File: config.mk
export PLATFORM = sky130hd
export DESIGN_NAME = ps2_scancode_decoder
export DESIGN_NICKNAME = d
export VERILOG_FILES = /design/src/rtl/ps2_scancode_decoder.sv
export SDC_FILE = /design/constraint.sdc
export NUM_CORES = 1
export LEC_CHECK = 0
export ABC_AREA = 0
export CAP_MARGIN = 5
export CORE_MARGIN = 2
export CORE_UTILIZATION = 45
export CTS_BUF_LIST = sky130_fd_sc_hd__clkbuf_4
export CTS_CLUSTER_SIZE = 24
export DETAILED_ROUTE_END_ITERATION = 7
export PLACE_DENSITY = 0.73
export SETUP_SLACK_MARGIN = 0.15
export SKIP_LAST_GASP = 1
export SYNTH_ARGS = -nofsm -noshare
export SYNTH_HDL_FRONTEND = slang
export SYNTH_SLANG_ARGS = --single-unit
File: constraint.sdc
create_clock -name clk -period 2.8 [get_ports clk]
set_input_delay 0.56 -clock clk [delete_from_list [all_inputs] [get_ports clk]]
set_output_delay 0.56 -clock clk [all_outputs]
set_load 0.05 [all_outputs]
File: src/rtl/ps2_scancode_decoder.sv
// rtl/ps2_scancode_decoder.sv - PS/2 set-2 scan-code to key make/break event decoder
//
// Pulls bytes from the PS/2 receiver FIFO and turns prefix sequences into
// single key events. It also keeps a held-key bitmap for the game controls.
// Optional ASCII translation is enabled by defining PS2_SCANCODE_ASCII_EN.
//
// Ports:
//   clk          system clock, all logic on posedge
//   clrn         asynchronous active-low reset
//   kb_data      byte at head of receiver FIFO, valid while kb_ready=1
//   kb_ready     receiver FIFO non-empty
//   kb_overflow  receiver FIFO overflow flag
//   kb_rdn       registered active-low read strobe, one cycle per byte
//   key_valid    one-cycle event pulse
//   key_code     final scan code of the last event (held)
//   key_ext      last event was E0-prefixed (held)
//   key_break    last event was a release (held)
//   key_state    held keys: W A S D, ext Up Left Down Right
//   sync_lost    sticky; overflow or BAT/error byte seen
//   key_ascii    ASCII of last unextended make (00 when feature disabled)

module ps2_scancode_decoder (
  input  logic       clk,
  input  logic       clrn,
  input  logic [7:0] kb_data,
  input  logic       kb_ready,
  input  logic       kb_overflow,
  output logic       kb_rdn,
  output logic       key_valid,
  output logic [7:0] key_code,
  output logic       key_ext,
  output logic       key_break,
  output logic [7:0] key_state,
  output logic       sync_lost,
  output logic [7:0] key_ascii
);

  typedef enum logic [1:0] {
    ST_IDLE   = 2'd0,
    ST_FETCH  = 2'd1,
    ST_DECODE = 2'd2
  } state_t;

  state_t     state_q, state_d;
  logic       kb_rdn_q, kb_rdn_d;
  logic [7:0] byte_q, byte_d;
  logic       ext_f_q, ext_f_d;
  logic       brk_f_q, brk_f_d;
  logic [2:0] skip_q, skip_d;
  logic       key_valid_q, key_valid_d;
  logic [7:0] key_code_q, key_code_d;
  logic       key_ext_q, key_ext_d;
  logic       key_break_q, key_break_d;
  logic [7:0] key_state_q, key_state_d;
  logic       sync_lost_q, sync_lost_d;
  logic [7:0] hit_mask;

  // key_state bit selected by an (ext, code) pair; zero for unmapped keys.
  function automatic logic [7:0] state_mask(input logic ext, input logic [7:0] code);
    logic [7:0] m;
    m = 8'h00;
    case ({ext, code})
      9'h01D: m = 8'h01;
      9'h01C: m = 8'h02;
      9'h01B: m = 8'h04;
      9'h023: m = 8'h08;
      9'h175: m = 8'h10;
      9'h16B: m = 8'h20;
      9'h172: m = 8'h40;
      9'h174: m = 8'h80;
      default: m = 8'h00;
    endcase
    return m;
  endfunction

  assign hit_mask = state_mask(ext_f_q, byte_q);

  // Sequencer: one byte per IDLE -> FETCH -> DECODE round.
  always_comb begin
    state_d = state_q;
    case (state_q)
      ST_IDLE:   if (kb_ready) state_d = ST_FETCH;
      ST_FETCH:  state_d = ST_DECODE;
      ST_DECODE: state_d = ST_IDLE;
      default:   state_d = ST_IDLE;
    endcase
    // Strobe is registered from the next state so it is low exactly in FETCH.
    kb_rdn_d = (state_d != ST_FETCH);
    byte_d   = (state_q == ST_FETCH) ? kb_data : byte_q;
  end

  // Byte interpretation, done in the DECODE cycle.
  always_comb begin
    ext_f_d     = ext_f_q;
    brk_f_d     = brk_f_q;
    skip_d      = skip_q;
    key_valid_d = 1'b0;
    key_code_d  = key_code_q;
    key_ext_d   = key_ext_q;
    key_break_d = key_break_q;
    key_state_d = key_state_q;
    sync_lost_d = sync_lost_q;

    if (state_q == ST_DECODE) begin
      if (skip_q != 3'd0) begin
        // Swallowing the remainder of the Pause sequence.
        skip_d = skip_q - 3'd1;
      end else begin
        case (byte_q)
          8'hE1: begin
            skip_d  = 3'd7;
            ext_f_d = 1'b0;
            brk_f_d = 1'b0;
          end
          8'hE0: ext_f_d = 1'b1;
          8'hF0: brk_f_d = 1'b1;
          8'hFA, 8'hEE: begin
            ext_f_d = 1'b0;
            brk_f_d = 1'b0;
          end
          8'hAA, 8'hFE, 8'h00, 8'hFF: begin
            // Keyboard reset or error: held-key picture can no longer be trusted.
            ext_f_d     = 1'b0;
            brk_f_d     = 1'b0;
            sync_lost_d = 1'b1;
            key_state_d = 8'h00;
          end
          default: begin
            key_valid_d = 1'b1;
            key_code_d  = byte_q;
            key_ext_d   = ext_f_q;
            key_break_d = brk_f_q;
            ext_f_d     = 1'b0;
            brk_f_d     = 1'b0;
            if (brk_f_q) key_state_d = key_state_q & ~hit_mask;
            else         key_state_d = key_state_q | hit_mask;
          end
        endcase
      end
    end

    // An overflow means bytes were lost, so any partial sequence is void.
    if (kb_overflow) begin
      sync_lost_d = 1'b1;
      ext_f_d     = 1'b0;
      brk_f_d     = 1'b0;
      skip_d      = 3'd0;
    end
  end

  always_ff @(posedge clk or negedge clrn) begin
    if (!clrn) begin
      state_q     <= ST_IDLE;
      kb_rdn_q    <= 1'b1;
      byte_q      <= 8'h00;
      ext_f_q     <= 1'b0;
      brk_f_q     <= 1'b0;
      skip_q      <= 3'd0;
      key_valid_q <= 1'b0;
      key_code_q  <= 8'h00;
      key_ext_q   <= 1'b0;
      key_break_q <= 1'b0;
      key_state_q <= 8'h00;
      sync_lost_q <= 1'b0;
    end else begin
      state_q     <= state_d;
      kb_rdn_q    <= kb_rdn_d;
      byte_q      <= byte_d;
      ext_f_q     <= ext_f_d;
      brk_f_q     <= brk_f_d;
      skip_q      <= skip_d;
      key_valid_q <= key_valid_d;
      key_code_q  <= key_code_d;
      key_ext_q   <= key_ext_d;
      key_break_q <= key_break_d;
      key_state_q <= key_state_d;
      sync_lost_q <= sync_lost_d;
    end
  end

  assign kb_rdn    = kb_rdn_q;
  assign key_valid = key_valid_q;
  assign key_code  = key_code_q;
  assign key_ext   = key_ext_q;
  assign key_break = key_break_q;
  assign key_state = key_state_q;
  assign sync_lost = sync_lost_q;

`ifdef PS2_SCANCODE_ASCII_EN
  // shift_q[0] = left shift (12), shift_q[1] = right shift (59).
  logic [1:0] shift_q, shift_d;
  logic [7:0] ascii_q, ascii_d;

  function automatic logic [7:0] set2_ascii(input logic [7:0] code, input logic shifted);
    logic [7:0] ch;
    ch = 8'h00;
    case (code)
      8'h1C: ch = 8'h61;  8'h32: ch = 8'h62;  8'h21: ch = 8'h63;  8'h23: ch = 8'h64;
      8'h24: ch = 8'h65;  8'h2B: ch = 8'h66;  8'h34: ch = 8'h67;  8'h33: ch = 8'h68;
      8'h43: ch = 8'h69;  8'h3B: ch = 8'h6A;  8'h42: ch = 8'h6B;  8'h4B: ch = 8'h6C;
      8'h3A: ch = 8'h6D;  8'h31: ch = 8'h6E;  8'h44: ch = 8'h6F;  8'h4D: ch = 8'h70;
      8'h15: ch = 8'h71;  8'h2D: ch = 8'h72;  8'h1B: ch = 8'h73;  8'h2C: ch = 8'h74;
      8'h3C: ch = 8'h75;  8'h2A: ch = 8'h76;  8'h1D: ch = 8'h77;  8'h22: ch = 8'h78;
      8'h35: ch = 8'h79;  8'h1A: ch = 8'h7A;
      8'h45: ch = 8'h30;  8'h16: ch = 8'h31;  8'h1E: ch = 8'h32;  8'h26: ch = 8'h33;
      8'h25: ch = 8'h34;  8'h2E: ch = 8'h35;  8'h36: ch = 8'h36;  8'h3D: ch = 8'h37;
      8'h3E: ch = 8'h38;  8'h46: ch = 8'h39;
      8'h29: ch = 8'h20;
      8'h5A: ch = 8'h0D;
      default: ch = 8'h00;
    endcase
    // Only letters change case; digits are unshifted symbols here.
    if (shifted && (ch >= 8'h61) && (ch <= 8'h7A)) ch = ch - 8'h20;
    return ch;
  endfunction

  always_comb begin
    shift_d = shift_q;
    ascii_d = ascii_q;
    if (key_valid_d) begin
      ascii_d = (!ext_f_q && !brk_f_q) ? set2_ascii(byte_q, |shift_q) : 8'h00;
      if (!ext_f_q && (byte_q == 8'h12)) shift_d[0] = !brk_f_q;
      if (!ext_f_q && (byte_q == 8'h59)) shift_d[1] = !brk_f_q;
    end
  end

  always_ff @(posedge clk or negedge clrn) begin
    if (!clrn) begin
      shift_q <= 2'b00;
      ascii_q <= 8'h00;
    end else begin
      shift_q <= shift_d;
      ascii_q <= ascii_d;
    end
  end

  assign key_ascii = ascii_q;
`else
  assign key_ascii = 8'h00;
`endif

endmodule

==> results.txt, run 1 <==
In this run, the combinational gates consume 38.9% of the power. Routability-driven placement finished with a final weighted congestion of 0.830. The number of distinct standard cells referenced by the synthesized netlist is 39. The final count of hold timing violations came to 0.

The startpoint identified for the worst register-to-register timing path is byte_q[1]$_DFFE_PN0P_. The initial core utilization came out at 47.6%. The die covers 4480 sq um.

Sequential cells burn 42.1% of the power. In this run the clock root is driven by a sky130_fd_sc_hd__clkbuf_4. The synthesized cell area came out at 1780 sq um. The number of H-tree levels is 2. The flow ran to the end, and the final reports show no timing, DRC or antenna violations. The clock slew seen by the registers of the worst setup and hold paths is 100 ps. The worst setup path is launched from a flip-flop. The tightest min-delay check is of the flip-flop to flip-flop type. The number of port buffers came out at 32.

The final critical-path share of the clock period is 85.8%. The largest area contributor in the netlist is sky130_fd_sc_hd__dfrtp_1. The per-cell routed wire length is 13.3 um. The largest net degree at the start of global routing came out at 37.

The critical path startpoint is byte_q[1]$_DFFE_PN0P_. The data required time of the worst path came out at 3020 ps. The power per unit of standard cell area is 867 nW/um^2. No sink is reached through more buffers than the 2 on the longest clock path. The proportion of synthesized chip area in sequential cells is 50.6%. The count of yosys warnings during synthesis came out at 0. The first-pass GRT wire length is 5.95 mm. Once layout is complete, the utilization of the core stands at 58.0%. Synthesis produced 170 cells. The number of clock buffers inserted by TritonCTS came out at 5.

The static leakage came out at 0.900 nW. The remaining routing DRC violations is 0. For this block, the via count after detailed routing is 1325. The design internal power is 1.12 mW. The endpoint arrival time on the critical path came out at 2630 ps. Sorting the synthesized cells by area gives the leading types as sky130_fd_sc_hd__dfrtp_1, sky130_fd_sc_hd__mux2_1, sky130_fd_sc_hd__mux2_2, sky130_fd_sc_hd__buf_4, sky130_fd_sc_hd__a21oi_1. The smallest clock period supported by the final layout is computed as 2400 ps. The CTS tree is done.

The mean post-synth cell area is 10.5 sq um. For this run, the total global-route usage over all layers was measured as 18.0%. Setup violations remaining at the end of the flow were counted as 0.

Buffers inserted to repair hold after CTS numbered 0. The worst setup path is captured at a flip-flop. The number of design-rule violations left by the first detailed-router iteration is 59.

The critical-path maximum fanout came out at 13. For the pin with the worst max-slew slack, the measured transition is 714 ps. The placed wire-length estimate after detailed placement is 2.45 mm. The clock net sink count came out at 36. The worst setup path is of the flip-flop to flip-flop kind. The clock network fraction of total power came out at 19.0%. In this run the count of I/O pins placed on the die edge is 41. The antenna diode count came out at 0. The count of maximum capacitance violations came out at 0. The initialized floorplan defines 22 standard-cell rows. In this run the power spent charging and discharging nets is 0.768 mW. The switching part of the total came out at 40.8%. The number of nets in the final layout came out at 215. The maximum clock skew at final layout came out at 6.90 ps. Across the VDD grid, the largest voltage drop is 0.616 mV. Dividing the detail-routed via count by the number of cells gives 5.30.

The number of antenna violations at the first check in global routing is 0. The number of gates given a new drive strength after cts came out at 0. The total wire length is 3.33 mm. The startpoint of the lowest-slack hold path is sync_lost$_DFFE_PN0P_.

The width of the die is 66.9 um. The worst pin sits at a relative slew slack of 52.3%. The clock latency on the worst-skew pair came out at 330 ps. After floorplanning, the core was sized to cover 3740 sq um. Derived from the worst setup path, the maximum achievable clock frequency is 416 MHz. The total overflow reported by the global router came out at 0. In this run the biggest area consumer among cell types represents 49.2% of the synthesized area. The number of flip-flops and latches in the synthesized netlist is 36. The number of max-slew violations in the final report is 0. The number of global-route vias before repair is 1310. The iteration count of the initial detailed-routing pass is 4.

The sum of negative setup slack came out at 0 ps. The die span in y came out at 66.9 um. Of the cells placed in the final design, the portion with a size suffix greater than 1 is 12.4%.

The area growth from synthesis to layout is 21.9%. The number of buffers inserted by post-CTS setup repair came out at 0. The count of nets left with antenna violations once routing finished came out at 0. Setup repair after global routing left no endpoint under its margin.
[per-layer routing]
metal	routed length (um)	vias up	track usage, %
li1	-	642	-
met1	1530	638	23.0
met2	1580	43	28.2
met3	189	2	5.41
met4	25	0	7.65
met5	0	-	0
[power groups by stage]
stage / clock network, mW / registers (mW) / logic, mW
after floorplan: 0 / 0.997 / 0.311
after global placement: 0 / 0.794 / 0.727
after detailed placement: 0 / 0.801 / 0.734
after CTS: 0.372 / 0.791 / 0.738
after global routing: 0.397 / 0.819 / 0.779
final: 0.358 / 0.792 / 0.733
[worst paths after layout]
kind / endpoint / slack, ps / cells after the start
setup reg to reg: key_ext$_DFFE_PN0P_ / 400 / 5
setup / recovery: key_ext$_DFFE_PN0P_ / 400 / 5
min in group asynchronous: key_code[0]$_DFFE_PN0P_ / 640 / 2
hold reg to reg: sync_lost$_DFFE_PN0P_ / 480 / 2
hold / removal: sync_lost$_DFFE_PN0P_ / 480 / 2
max in group asynchronous: kb_rdn$_DFF_PN1_ / 1830 / 2
[logic make-up after synthesis]
family	count (synthesis)	synth area share, %
muxes	18	11.4
xor gates and xnor gates	1	0.492
buffers and inverters	26	7.94
and+or+nand+nor	60	18.5
adders and majority gates	2	1.40
DFF	36	50.6
other	1	0.210
AOI/OAI and AO/OA	26	9.41
[cell usage in the layout, fill, tap and decap left out, drive strengths merged, types with 2 or more instances in the layout]
cell / count
dfrtp: 35
clkdlybuf4s50: 32
mux2: 18
nor2: 12
nand2: 12
inv: 10
a21oi: 9
conb: 8
nand3: 6
clkbuf: 6
nor2b: 4
or4: 4
o21ai: 4
or2: 4
or3: 4
nand4b: 3
o22ai: 3
nand2b: 3
nor3: 3
a211oi: 3
and3: 2
o211ai: 2
a311oi: 2
ha: 2
[final cells by class]
class | count | area, sq um
fillers | 327 | 1570
flip-flops and latches | 36 | 902
multi-input cells | 115 | 764
repair buffers | 33 | 328
well taps | 48 | 60.1
clock buffers | 6 | 45.0
inverters | 10 | 37.5
clock inverters | 2 | 35.0
[critical path, stage by stage (launching register included)]
cell	delay [ps]
sky130_fd_sc_hd__dfrtp_1	490
sky130_fd_sc_hd__or4_1	610
sky130_fd_sc_hd__o311ai_0	120
sky130_fd_sc_hd__a21o_1	390
sky130_fd_sc_hd__or2_2	340
sky130_fd_sc_hd__mux2_2	360
[cell usage after synthesis]
master,number
sky130_fd_sc_hd__dfstp_2,1
sky130_fd_sc_hd__clkbuf_1,2
sky130_fd_sc_hd__mux2_1,9
sky130_fd_sc_hd__a311oi_1,2
sky130_fd_sc_hd__or2_1,1
sky130_fd_sc_hd__o211ai_1,2
sky130_fd_sc_hd__a211oi_2,1
sky130_fd_sc_hd__buf_6,1
sky130_fd_sc_hd__o311ai_0,1
sky130_fd_sc_hd__nor2b_1,4
sky130_fd_sc_hd__and3_1,2
sky130_fd_sc_hd__dfrtp_1,35
sky130_fd_sc_hd__or3_4,1
sky130_fd_sc_hd__nor4_1,1
sky130_fd_sc_hd__conb_1,1
sky130_fd_sc_hd__inv_1,10
sky130_fd_sc_hd__a21o_1,1
sky130_fd_sc_hd__nor3_2,1
sky130_fd_sc_hd__a211oi_1,2
sky130_fd_sc_hd__nor2_1,12
sky130_fd_sc_hd__or3_1,3
sky130_fd_sc_hd__ha_1,2
sky130_fd_sc_hd__or2_2,3
sky130_fd_sc_hd__o31ai_1,1
sky130_fd_sc_hd__buf_4,8
sky130_fd_sc_hd__nand3_1,6
sky130_fd_sc_hd__a21oi_1,9
sky130_fd_sc_hd__xnor2_1,1
sky130_fd_sc_hd__o21ai_0,4
sky130_fd_sc_hd__or4_1,4
sky130_fd_sc_hd__nand4_1,1
sky130_fd_sc_hd__nand2_1,12
sky130_fd_sc_hd__o22ai_1,3
sky130_fd_sc_hd__nand4b_1,3
sky130_fd_sc_hd__or4b_1,1
sky130_fd_sc_hd__buf_2,5
sky130_fd_sc_hd__nand2b_1,3
sky130_fd_sc_hd__nor3_1,2
sky130_fd_sc_hd__mux2_2,9
[registers in the layout (all words and copies together), names as in the netlist]
signal,cells
kb_rdn,1
sync_lost,1
brk_f_q,1
key_valid,1
ext_f_q,1
key_break,1
state_q,2
key_code,8
skip_q,3
byte_q,8
key_state,8
key_ext,1
[metrics by stage]
stage	instance area (sq um)	total power, mW	cells	hold slack (ps)	setup WS, ps
floorplan	1810	1.31	177	264	791
global placement	2090	1.52	242	465	502
detailed placement	2090	1.53	242	469	438
CTS	2170	1.90	250	492	418
global route	2170	1.99	250	533	253
finish	2170	1.88	250	485	396
(Power assumes the default switching activity.)
==> run 2, diff against run 1 <==
--- a/config.mk
+++ b/config.mk
@@ -5,14 +5,16 @@
 export SDC_FILE = /design/constraint.sdc
 export NUM_CORES = 1
 export LEC_CHECK = 0
-export ABC_AREA = 0
+export ABC_AREA = 1
 export CAP_MARGIN = 5
+export CELL_PAD_IN_SITES_DETAIL_PLACEMENT = 2
+export CELL_PAD_IN_SITES_GLOBAL_PLACEMENT = 2
 export CORE_MARGIN = 2
-export CORE_UTILIZATION = 45
+export CORE_UTILIZATION = 29
 export CTS_BUF_LIST = sky130_fd_sc_hd__clkbuf_4
 export CTS_CLUSTER_SIZE = 24
 export DETAILED_ROUTE_END_ITERATION = 7
-export PLACE_DENSITY = 0.73
+export PLACE_DENSITY_LB_ADDON = 0.1
 export SETUP_SLACK_MARGIN = 0.15
 export SKIP_LAST_GASP = 1
 export SYNTH_ARGS = -nofsm -noshare
==> run 2 against run 1 <==
Against the previous run: clock skew is 4.5 ps lower; sequential power shrank 2%; critical path type is now flip-flop to output port; maximum frequency grew 8.1%; global-route usage shrank 2.2 points; hold slack worse by 190 ps; critical endpoint is now kb_rdn; non-clock buffer count fell by 1; clock-buffer cell count is 1 lower; combinational power rose by 15%; largest power group is now combinational logic.
==> results.txt, run 2 <==
The data required time of the worst path is 2240 ps. The total number of placement rows came out at 29. Global routing used 15.7% of the available tracks across all layers.

The die span in y is 85.0 um. The number of gates given a new drive strength after cts came out at 0. Dividing the detail-routed wire length by the instance count gives 14.0 um. The remaining routing DRC violations came out at 0.

sky130_fd_sc_hd__nand2_1 is the most common cell in the netlist. In this design, the stage delay of the slowest critical-path cell is 790 ps. The largest delay contributor family on the critical path is buffers and inverters.

The number of port buffers is 32. Power spread over the standard cell area amounts to 825 nW/um^2. The number of antenna violations at the first check in global routing came to 0. After floorplanning, the core was sized to cover 6350 sq um. For this design the static power due to leakage is 1.13 nW. Once detailed placement completed, the half-perimeter wirelength came to 3.93 mm.

The antenna diode count is 0. The number of design-rule violations left by the first detailed-router iteration is 45. The number of global-route vias before repair came out at 1828.

At the end of the flow the core is filled with cells to 36.1%. The kind of end point of the critical path is an output port. The routability congestion estimate came out at 0.830.

The remaining antenna violation count after routing is 0. The number of nets in the final layout is 298. The area growth from synthesis to layout came out at 20.5%. In this run the clock root is driven by a sky130_fd_sc_hd__clkbuf_4. The post-layout worst setup margin is 577 ps.

The final critical path time including I/O delays and setup is 2220 ps. The number of flip-flops and latches in the synthesized netlist is 36. The number of buffers inserted by post-CTS setup repair is 0. Summing all non-filler instances in the final layout gives an area of 2290 sq um. For this configuration, the core starts out at a cell density of 30.0%. The maximum vdd ir drop came out at 0.390 mV. The H-tree was split into 2 levels. The mean post-synth cell area came out at 7.59 sq um. The first TritonRoute pass finished after 4 iterations.

Counting distinct cell types in the post-synthesis netlist gives 23. Summed over all failing endpoints, the final setup total negative slack is 0 ps. The tool flagged a number of max-cap violations equal to 0. The number of max-slew violations in the final report came to 0. Sorting the synthesized cells by how often they occur yields sky130_fd_sc_hd__nand2_1, sky130_fd_sc_hd__dfrtp_1, sky130_fd_sc_hd__nor2_1. Of the synthesized area, sequential elements account for 47.4%.

The transition time at the pin with the least slew margin came out at 858 ps. The count of yosys warnings during synthesis came out at 0. The path type of the worst min-delay path is input port to async pin. The critical-path maximum fanout is 1. The floorplan step defined a die boundary enclosing 7230 sq um. The proportion of register bits with asynchronous set or reset after synthesis came out at 100%. The fraction of layout cells with a size suffix above 1 is 9.12%. The number of clock buffers inserted by TritonCTS came out at 5. The endpoint arrival time on the critical path came out at 1660 ps. Yosys attributes the largest share of cell area to sky130_fd_sc_hd__dfrtp_1, sky130_fd_sc_hd__nand2_1, sky130_fd_sc_hd__nand3_1, sky130_fd_sc_hd__nor2_1, sky130_fd_sc_hd__o21ai_0. For this run, the leading register cell type out of synthesis is sky130_fd_sc_hd__dfrtp_1. TritonCTS built the clock tree. The placed standard-cell area came out at 2240 sq um. The area fraction of the dominant cell type after synthesis is 46.0%. Leaving out fill and tap cells, the most frequent cell in the layout is sky130_fd_sc_hd__nand2_1. The total power draw is 1.89 mW. Derived from the worst setup path, the maximum achievable clock frequency is 450 MHz. The mapped netlist covers 1900 sq um. The gate count after technology mapping came out at 251. The number of primary I/O pins is 41. Measured against its own limit, the worst slew margin works out to 42.6%. Global routing finished with a remaining overflow of 0. The setup path with the least slack is of type flip-flop to output port.

The first-pass GRT wire length came out at 9.05 mm. OpenSTA, run right after detailed placement, puts the worst setup slack at 805 ps. For this design, the slowest cell found on the critical path is sky130_fd_sc_hd__clkdlybuf4s50_1.

The count of flip-flops with a built-in enable after synthesis came out at 0. The clock net sink count is 36. The critical path buffer and inverter count came out at 1. The total wire length is 5.06 mm. In the layout the commonest cells are sky130_fd_sc_hd__nand2_1, sky130_fd_sc_hd__dfrtp_1, sky130_fd_sc_hd__clkdlybuf4s50_1, sky130_fd_sc_hd__nor2_1, sky130_fd_sc_hd__nand3_1. The maximum root-to-sink buffer count came out at 2.

Setup violations remaining at the end of the flow were counted as 0. The flow ran to the end, and the final reports show no timing, DRC or antenna violations. The maximum clock skew at final layout is 2.41 ps. The width of the die came out at 85.0 um. The largest net degree at the start of global routing came out at 37. After detailed routing, the number of vias per cell comes to 4.67. Setup repair after global routing left no endpoint under its margin. The clock latency on the worst-skew pair came out at 340 ps. The final critical-path share of the clock period came out at 79.4%. The final count of hold timing violations was 0.

sky130_fd_sc_hd__dfrtp_1 takes more of the synthesized area than any other cell. Traced cell by cell, the critical path runs through clkdlybuf4s50_1. STA classifies the critical path startpoint as a flip-flop.

The clock slew seen by the registers of the worst setup and hold paths came out at 110 ps. Buffers inserted to repair hold after CTS numbered 0. The total via count after detailed routing came out at 1692.
## run 2: cell count changes after synthesis, moves of 11 or more
cell	delta
sky130_fd_sc_hd__o21ai_0	+15
sky130_fd_sc_hd__inv_1	+11
sky130_fd_sc_hd__nand2_1	+70
sky130_fd_sc_hd__nor2_1	+15
sky130_fd_sc_hd__nand3_1	+20
## run 2: report_power, final
part           internal, mW  total (mW)  switching (mW)
Clock                0.0922       0.276           0.184
Sequential            0.650       0.774           0.124
Combinational         0.253       0.842           0.589
## run 2: area by class of cell
cell class | instances | area (sq um)
clock buffers | 5 | 37.5
clock inverters | 3 | 13.8
fillers | 754 | 4060
inverters | 24 | 90.1
multi-input cells | 185 | 840
flip-flops and latches | 36 | 902
well taps | 77 | 96.3
repair buffers | 32 | 315
## run 2: logic make-up (layout without fill, tap and decap cells)
logic type / count (synthesis) / in the layout / share of synthesized area (%)
AOI/OAI and AO/OA: 24 / 24 / 6.57
adders and majority gates: 2 / 2 / 1.31
and+or+nand+nor: 151 / 151 / 34.6
buffers and inverters: 37 / 64 / 9.92
DFF: 36 / 36 / 47.4
other: 1 / 8 / 0.197
## run 2: stage by stage
| step | hold slack [ps] | std cells |
|---|---|---|
| floorplan | 264 | 258 |
| global placement | 452 | 354 |
| detailed placement | 463 | 354 |
| CTS | 322 | 362 |
| global route | 343 | 362 |
| finish | 291 | 362 |
## run 2: path summary, 6_finish.rpt
kind	from	endpoint	slack, ps	depth (start not counted)
worst max-delay path	kb_rdn$_DFF_PN1_	kb_rdn	580	1
worst min-delay path	clrn	state_q[0]$_DFF_PN0_	290	1
worst max register to register	skip_q[0]$_DFFE_PN0P_	key_code[3]$_DFFE_PN0P_	880	9
worst min register to register	key_code[5]$_DFFE_PN0P_	key_code[5]$_DFFE_PN0P_	480	2
max in group asynchronous	clrn	key_code[3]$_DFFE_PN0P_	2000	1
min in group clk	key_code[5]$_DFFE_PN0P_	key_code[5]$_DFFE_PN0P_	480	2
## run 2: layer usage
metal	track usage (%)	up-vias	wire length [um]
met5	0	-	0
met4	4.76	0	74
met3	3.21	6	161
met2	25.4	29	2430
met1	21.3	820	2400
li1	-	837	-
==> run 3, diff against run 2 <==
==> constraint.sdc (replaced) <==
create_clock -name clk -period 2.1 [get_ports clk]
set_input_delay 0.42 -clock clk [delete_from_list [all_inputs] [get_ports clk]]
set_output_delay 0.42 -clock clk [all_outputs]
set_load 0.05 [all_outputs]
==> run 3 against run 2 <==
Against the previous run: clock power up 43%; sequential share of layout area decreased by 1.2 points; the flow now finishes with violations (hold timing); worst setup slack lost 380 ps; register-to-register slack worse by 580 ps; highest routed layer unchanged; die area unchanged; global-route usage about the same; critical path type unchanged; sequential power rose by 33%; non-clock buffer count grew 5; via count grew 1.0%; critical path depth unchanged.
==> results.txt, run 3 (same netlist as run 2, synthesis figures left out) <==
The design internal power came out at 1.36 mW. Broken down by cell family, the worst path's largest delay share belongs to buffers and inverters. The number of non-filler instances in the completed layout came out at 367. The combinational fraction of design power is 44.1%. The clock network fraction of total power came out at 15.5%. STA classifies the critical path startpoint as a flip-flop. The critical path buffer and inverter count came out at 1. The number of H-tree levels came out at 2.

The core area came out at 6350 sq um. The transition time at the pin with the least slew margin is 500 ps. After detailed placement, the design holds a cell count of 358. The post-detailed-route via-to-cell ratio came out at 4.66. The checks that failed: hold timing. The sum of negative setup slack came out at 0 ps. The overall die area is 7230 sq um.

The total net switching power came out at 1.18 mW. The buffer cell driving the clock tree root is sky130_fd_sc_hd__clkbuf_4. Walking the worst path, the cells encountered are clkdlybuf4s50_1.

The path type of the worst min-delay path is input port to async pin. The delay contributed by the slowest stage of the critical path is 790 ps. The sequential fraction of design power came out at 40.4%.

The filler cell count in the final layout is 751. The placed wire-length estimate after detailed placement is 4.06 mm. The worst path uses 90.5% of the clock period. The critical path is of the flip-flop to output port type. The run finished, with violations left.

The cell depth of the worst setup path came out at 1. The total wire length came out at 5.13 mm. The number of port buffers is 32. The maximum clock skew at final layout came out at 12.9 ps. Summing all flip-flop and latch instances after layout gives 902 sq um.

The number of max-slew violations in the final report is 0. The worst reg2reg path depth is 9. The endpoint arrival time on the critical path is 1480 ps.

The per-cell routed wire length came out at 14.0 um. After global routing the overflow that remains totals 0. The kind of end point of the critical path is an output port. The CTS tree is done. Setup violations remaining at the end of the flow were counted as 0.

The fraction of layout cells with a size suffix above 1 is 11.7%. IR analysis of the VDD net gives a maximum drop of 0.518 mV. The highest clock rate came out at 526 MHz. The final count of hold timing violations came to 12. The slowest library cell on the worst path is sky130_fd_sc_hd__clkdlybuf4s50_1. Along the worst path, the maximum fanout reaches 1. The number of global-route vias before repair came out at 1798. The number of nets in the final layout is 303. Hold timing on the final database bottoms out at a slack of -2.86 ps. The remaining antenna violation count after routing is 0. The width of the die is 85.0 um. The clock slew seen by the registers of the worst setup and hold paths came out at 120 ps. Once the floorplan was initialized, standard cells occupied 30.0% of the core.

The static leakage is 1.31 nW. Leaving out fill and tap cells, the most frequent cell in the layout is sky130_fd_sc_hd__nand2_1. In this run the power density over the cells is 1070 nW/um^2. The iteration count of the initial detailed-routing pass is 4. The clock passes through at most 2 buffers. Across the run, the number of max-cap violations was 0. 0 antenna diodes ended up in the layout.

Pin placement for this block handled 41 I/O pins. The largest net degree at the start of global routing came out at 20. The total number of placement rows came out at 29. The die span in y is 85.0 um. The number of clock buffers added by TritonCTS is 5. Global routing used 15.8% of the available tracks across all layers. The worst max-slew margin expressed relative to the limit came out at 66.6%. Setup repair after global routing could not meet its margin everywhere. The clock latency on the worst-skew pair is 350 ps. Subtracting the final worst setup slack from the clock period gives 1900 ps. The congestion estimate from routability-driven global placement came to 0.806. The library cells used most frequently in the layout, excluding fill and tap cells, are sky130_fd_sc_hd__nand2_1, sky130_fd_sc_hd__dfrtp_1, sky130_fd_sc_hd__nor2_1, sky130_fd_sc_hd__nand3_1, sky130_fd_sc_hd__inv_1. The detailed router finished its first iteration with 33 violations.

The placed standard-cell area came out at 2270 sq um. CTS saw 36 sinks. The final design area excluding fillers came out at 2370 sq um.

The total via count after detailed routing is 1709. The number of antenna violations at the first check in global routing is 0. The area growth from synthesis to layout came out at 24.4%. At the worst endpoint, the required time is 1680 ps.

The first-pass GRT wire length is 9.01 mm. The multi-input combinational cells in the finished layout cover a total of 852 sq um. The remaining routing DRC violations is 0.

The switching part of the total is 46.6%.
run 3: layer usage:
layer	track usage, %	routed length (um)
met3	3.50	195
met5	0	0
met4	4.33	68
met1	21.1	2370
met2	25.8	2500
run 3: worst paths after layout:
kind,start,end,slack (ps)
max reg2reg,skip_q[1]$_DFFE_PN0P_,key_state[4]$_DFFE_PN0P_,300
min,clrn,skip_q[1]$_DFFE_PN0P_,-3
max in group asynchronous,clrn,key_state[5]$_DFFE_PN0P_,1610
min in group clk,key_code[0]$_DFFE_PN0P_,key_code[0]$_DFFE_PN0P_,470
max,key_valid$_DFF_PN0_,key_valid,200
min reg2reg,key_code[0]$_DFFE_PN0P_,key_code[0]$_DFFE_PN0P_,470
run 3: layout make-up:
class	count	share of cell area, %
flip-flops and latches	36	38.1
multi-input cells	185	36.0
repair buffers	37	15.6
well taps	77	4.07
inverters	24	3.80
clock buffers	7	2.22
clock inverters	1	0.211
run 3: stage by stage:
stage	utilization (%)	total power, mW	worst slack [ps]
6_report	37.3	2.54	199
3_3_place_gp	35.8	2.15	298
4_1_cts	36.5	2.58	151
5_1_grt	37.3	2.75	125
3_5_place_dp	35.8	2.19	236
2_1_floorplan	-	1.81	570
run 3: power by group through the flow:
stage                     Sequential (mW)  Combinational (mW)  Clock (mW)
after global placement               1.04                1.12           0
after CTS                            1.03                1.13       0.412
after floorplan                      1.31               0.499           0
final                                1.03                1.12       0.394
after detailed placement             1.05                1.14           0
after global routing                 1.06                1.24       0.449
run 3: repair_timing:
action	CTS	global route
gates resized for setup	12	11
pin swaps	0	1
buffers inserted	0	1
endpoints found under the setup margin	12	26
hold buffers	0	0
cloned	0	0
==> RTL edit 1, RTL diff (settings of run 3) <==
`byte_q` and `key_code_q` no longer have a reset.
--- a/src/rtl/ps2_scancode_decoder.sv
+++ b/src/rtl/ps2_scancode_decoder.sv
@@ -152,12 +152,10 @@
     if (!clrn) begin
       state_q     <= ST_IDLE;
       kb_rdn_q    <= 1'b1;
-      byte_q      <= 8'h00;
       ext_f_q     <= 1'b0;
       brk_f_q     <= 1'b0;
       skip_q      <= 3'd0;
       key_valid_q <= 1'b0;
-      key_code_q  <= 8'h00;
       key_ext_q   <= 1'b0;
       key_break_q <= 1'b0;
       key_state_q <= 8'h00;
@@ -165,17 +163,20 @@
     end else begin
       state_q     <= state_d;
       kb_rdn_q    <= kb_rdn_d;
-      byte_q      <= byte_d;
       ext_f_q     <= ext_f_d;
       brk_f_q     <= brk_f_d;
       skip_q      <= skip_d;
       key_valid_q <= key_valid_d;
-      key_code_q  <= key_code_d;
       key_ext_q   <= key_ext_d;
       key_break_q <= key_break_d;
       key_state_q <= key_state_d;
       sync_lost_q <= sync_lost_d;
     end
+  end
+
+  always_ff @(posedge clk) begin
+    byte_q     <= byte_d;
+    key_code_q <= key_code_d;
   end
 
   assign kb_rdn    = kb_rdn_q;
Function: changed (Yosys sat finds a counterexample within 4 cycles, from zero or initial values; the reset may be asserted at any time).
==> RTL edit 1 against run 3 <==
Die area down 0.13%. Largest cell class unchanged. Wire length is 2.8% lower. Critical endpoint is now key_code[2]. Area after synthesis decreased by 0.13%. Critical path type unchanged. Maximum frequency is 0.11% higher. Cell area up 1.3%. Sequential cell count stayed put. Clock skew decreased by 6.6 ps. Highest routed layer unchanged. Via count fell by 5.2%. Worst setup slack gained 2.1 ps.
Power is not compared: it rests on default switching activity, and its combinational part moved more than twofold at a synthesized area within 25%.
==> RTL edit 1: results <==
set metrics [dict create \
    status "completed" \
    synth_enable_flop_cells 16 \
    vias 1620 \
    nNonClkBuffers 39 \
    synth-compound-area-share_pct 5.66 \
    wl_met3_microns 156 \
    place_congestion 0.783 \
    drt_iter0_drc 38 \
    dp_hpwl_mm 3.94 \
    grt_pass1_vias 1717 \
    track_usage_pct 14.7 \
    synthArstFlopShare_pct 55.6 \
    grt_max_degree 17 \
    cts-root-buf "clkbuf_4" \
    cts_resized 13 \
    clockNetworkAreaShare_pct 3.34 \
    wl_mm 4.99 \
    fillerInstances 750 \
    slew_headroom_pct 66.0 \
    met3_usage_pct 2.63 \
    layout-drive-gt1-share_pct 12.0 \
    grt_pass1_wl_mm 8.33 \
    nMultiInputCombCells 163 \
    buf_share_pct 15.1 \
    n_all_inverters 28 \
    seqCellArea_sq_um 982 \
    multi_input_area_share_pct 32.0 \
    synth.top_cells.by_area "edfxtp_1 (25%), dfrtp_1 (25%), nand2_1 (14%)" \
    yosysUniqueCellTypes 25 \
    gr-usage-met1_pct 18.9 \
    cp.arrival_ps 1480 \
    top_layer_used "met4" \
    fin_cells 351 \
    synth_commonest_cells "nand2_1 (70), nor2_1 (31), inv_1 (25), dfrtp_1 (19)" \
    drt-met1-wl_mm 2.25 \
    n_sequential_cell 36 \
    synth_warnings 0 \
    ys_seq_area_share_pct 51.6 \
    dp.cells 340 \
    cts.clk_slew.worst_paths_ps 120 \
    nNetsFinal 287 \
    dr_wl_met2_mm 2.55 \
    syn_avg_cell_area_sq_um 8.27 \
    synth-adder-area-share_pct 1.32 \
    skew_ps 6.29 \
    drt_first_pass_iters 5 \
    met2_usage_pct 25.9 \
    clk_latency_ps 330 \
    clock_buffers 6 \
]
## RTL edit 1: cell count changes after synthesis, sizes merged, moves of 2 or more
cell | run 3 | this run
nand2 | 89 | 71
dfrtp | 35 | 19
edfxtp | 0 | 16
nand3 | 29 | 17
nor2 | 31 | 39
o21ai | 19 | 14
nand4 | 1 | 5
inv | 24 | 26
## RTL edit 1: path summary, 6_finish.rpt
| check | start | endpoint | slack [ps] | cells after the start |
|---|---|---|---|---|
| max | key_code[2]$_DFFE_PP_ | key_code[2] | 200 | 1 |
| min | clrn | key_valid$_DFF_PN0_ | 370 | 1 |
| max reg2reg | skip_q[0]$_DFFE_PN0P_ | key_code[3]$_DFFE_PP_ | 310 | 8 |
| min reg2reg | sync_lost$_DFFE_PN0P_ | sync_lost$_DFFE_PN0P_ | 500 | 2 |
| max in group asynchronous | clrn | ext_f_q$_DFFE_PN0P_ | 1180 | 2 |
| min in group clk | sync_lost$_DFFE_PN0P_ | sync_lost$_DFFE_PN0P_ | 500 | 2 |
## RTL edit 1: through the flow
| step | power [W] | util (%) | worst slack (ps) | instance area, sq um | hold slack [ps] |
|---|---|---|---|---|---|
| floorplan | 0.00121 | - | 484 | 1930 | 124 |
| global placement | 0.00135 | 36.1 | 183 | 2290 | 469 |
| detailed placement | 0.00136 | 36.1 | 149 | 2290 | 473 |
| CTS | 0.00186 | 37.1 | 171 | 2350 | 371 |
| global route | 0.00194 | 37.8 | 154 | 2400 | 367 |
| finish | 0.00184 | 37.8 | 201 | 2400 | 370 |
## RTL edit 1: power by group
part	switching (W)	leakage [nW]	internal (W)
registers	0.0000480	0.412	0.000814
logic	0.000340	0.650	0.000133
clock network	0.000239	0.0456	0.000263
total	0.000626	1.11	0.00121
==> RTL edit 2, RTL diff (settings of run 3) <==
Without the edit above. Build with the macro `PS2_SCANCODE_ASCII_EN` defined.
--- a/src/rtl/ps2_scancode_decoder.sv
+++ b/src/rtl/ps2_scancode_decoder.sv
@@ -18,6 +18,8 @@
 //   key_state    held keys: W A S D, ext Up Left Down Right
 //   sync_lost    sticky; overflow or BAT/error byte seen
 //   key_ascii    ASCII of last unextended make (00 when feature disabled)
+
+`define PS2_SCANCODE_ASCII_EN
 
 module ps2_scancode_decoder (
   input  logic       clk,
Check against the original RTL: not equivalent (Yosys sat finds a counterexample within 4 cycles, from zero or initial values).
==> RTL edit 2 against run 3 <==
Sequential cell count is 10 higher. Worst setup slack got worse by 190 ps. Final cell count grew 76%. Largest power group unchanged. Highest routed layer unchanged. Hold slack better by 500 ps. Power is 100% higher. Wire length up 130%. Maximum frequency is 9.3% lower. Cell area grew 83%. Sequential share of layout area is 11 points lower. Area after synthesis rose by 54%.
==> RTL edit 2: results <==
set metrics [dict create \
    status "completed" \
    crit_family "simple AND/OR/NAND/NOR gates" \
    nNetsFinal 533 \
    clk_latency_ps 380 \
    max_stage_delay_ps 460 \
    layout-drive-gt1-share_pct 33.8 \
    vias 3190 \
    wl_met3_microns 269 \
    place_congestion 0.917 \
    gr-usage-met1_pct 27.0 \
    dp_hpwl_mm 8.27 \
    ir_drop_uv 405 \
    synth.top_cells.by_area "dfrtp_1 (38%), nand2_1 (15%), nand3_1 (7.2%)" \
    syn_avg_cell_area_sq_um 7.23 \
    synth-adder-area-share_pct 4.27 \
    postCtsHoldBufs 1 \
    power.leakage_nw 2.16 \
    r2r_start "byte_q[1]$_DFFE_PN0P_" \
    place_area_sq_um 3780 \
    r2r_cells 13 \
    critPathMaxFanout 7 \
    grt_pass1_wl_mm 18.4 \
    routedWlPerCell_microns 17.9 \
    skew_ps 22.5 \
    r2r_slack_ps 4 \
    cts_resized 81 \
    drt_iter0_drc 97 \
    worst_pin_slew_ps 760 \
    holdWs_ps 499 \
    dr_wl_met2_mm 6.04 \
    cts.clk_slew.worst_paths_ps 160 \
    rr_endpoint "key_ascii[6]$_DFFE_PN0P_" \
]
-- RTL edit 2: cell count changes after synthesis, moves of 7 or more --
cell     change
nand2_1     +38
o21ai_1      +9
ha_1         +8
inv_1       +18
nor2_1       +8
dfrtp_1     +10
a21oi_1      +7
a22o_1       +8
o21ai_2      +9
nand3_1     +16
-- RTL edit 2: final cells by class --
cell class / count / area, sq um
fill: 1173 / 5440
timing repair buffer: 110 / 947
tap: 133 / 166
inverter: 47 / 200
clock inverter: 2 / 13.8
multi-input combinational: 299 / 1780
timing repair inverter: 2 / 22.5
clock buffer: 6 / 45.0
sequential: 46 / 1160
-- RTL edit 2: worst max-delay path by stage --
| stage | start | endpoint | slack [ps] | cells after the start |
|---|---|---|---|---|
| after global placement | byte_q[1]$_DFFE_PN0P_ | key_ascii[6]$_DFFE_PN0P_ | -120 | 13 |
| after global routing | byte_q[1]$_DFFE_PN0P_ | key_ascii[6]$_DFFE_PN0P_ | -120 | 13 |
| final | byte_q[1]$_DFFE_PN0P_ | key_ascii[6]$_DFFE_PN0P_ | 4 | 13 |
| after floorplan | byte_q[0]$_DFFE_PN0P_ | key_code[7]$_DFFE_PN0P_ | 170 | 13 |
| after detailed placement | byte_q[1]$_DFFE_PN0P_ | key_ascii[6]$_DFFE_PN0P_ | -210 | 13 |
| after CTS | byte_q[1]$_DFFE_PN0P_ | key_ascii[6]$_DFFE_PN0P_ | 60 | 12 |
-- RTL edit 2: where the power goes --
group	switching (W)	internal, W	leakage (nW)	total [W]
Combinational	0.00216	0.00122	1.52	0.00338
Sequential	0.000211	0.00110	0.600	0.00132
Clock	0.000324	0.000145	0.0356	0.000469
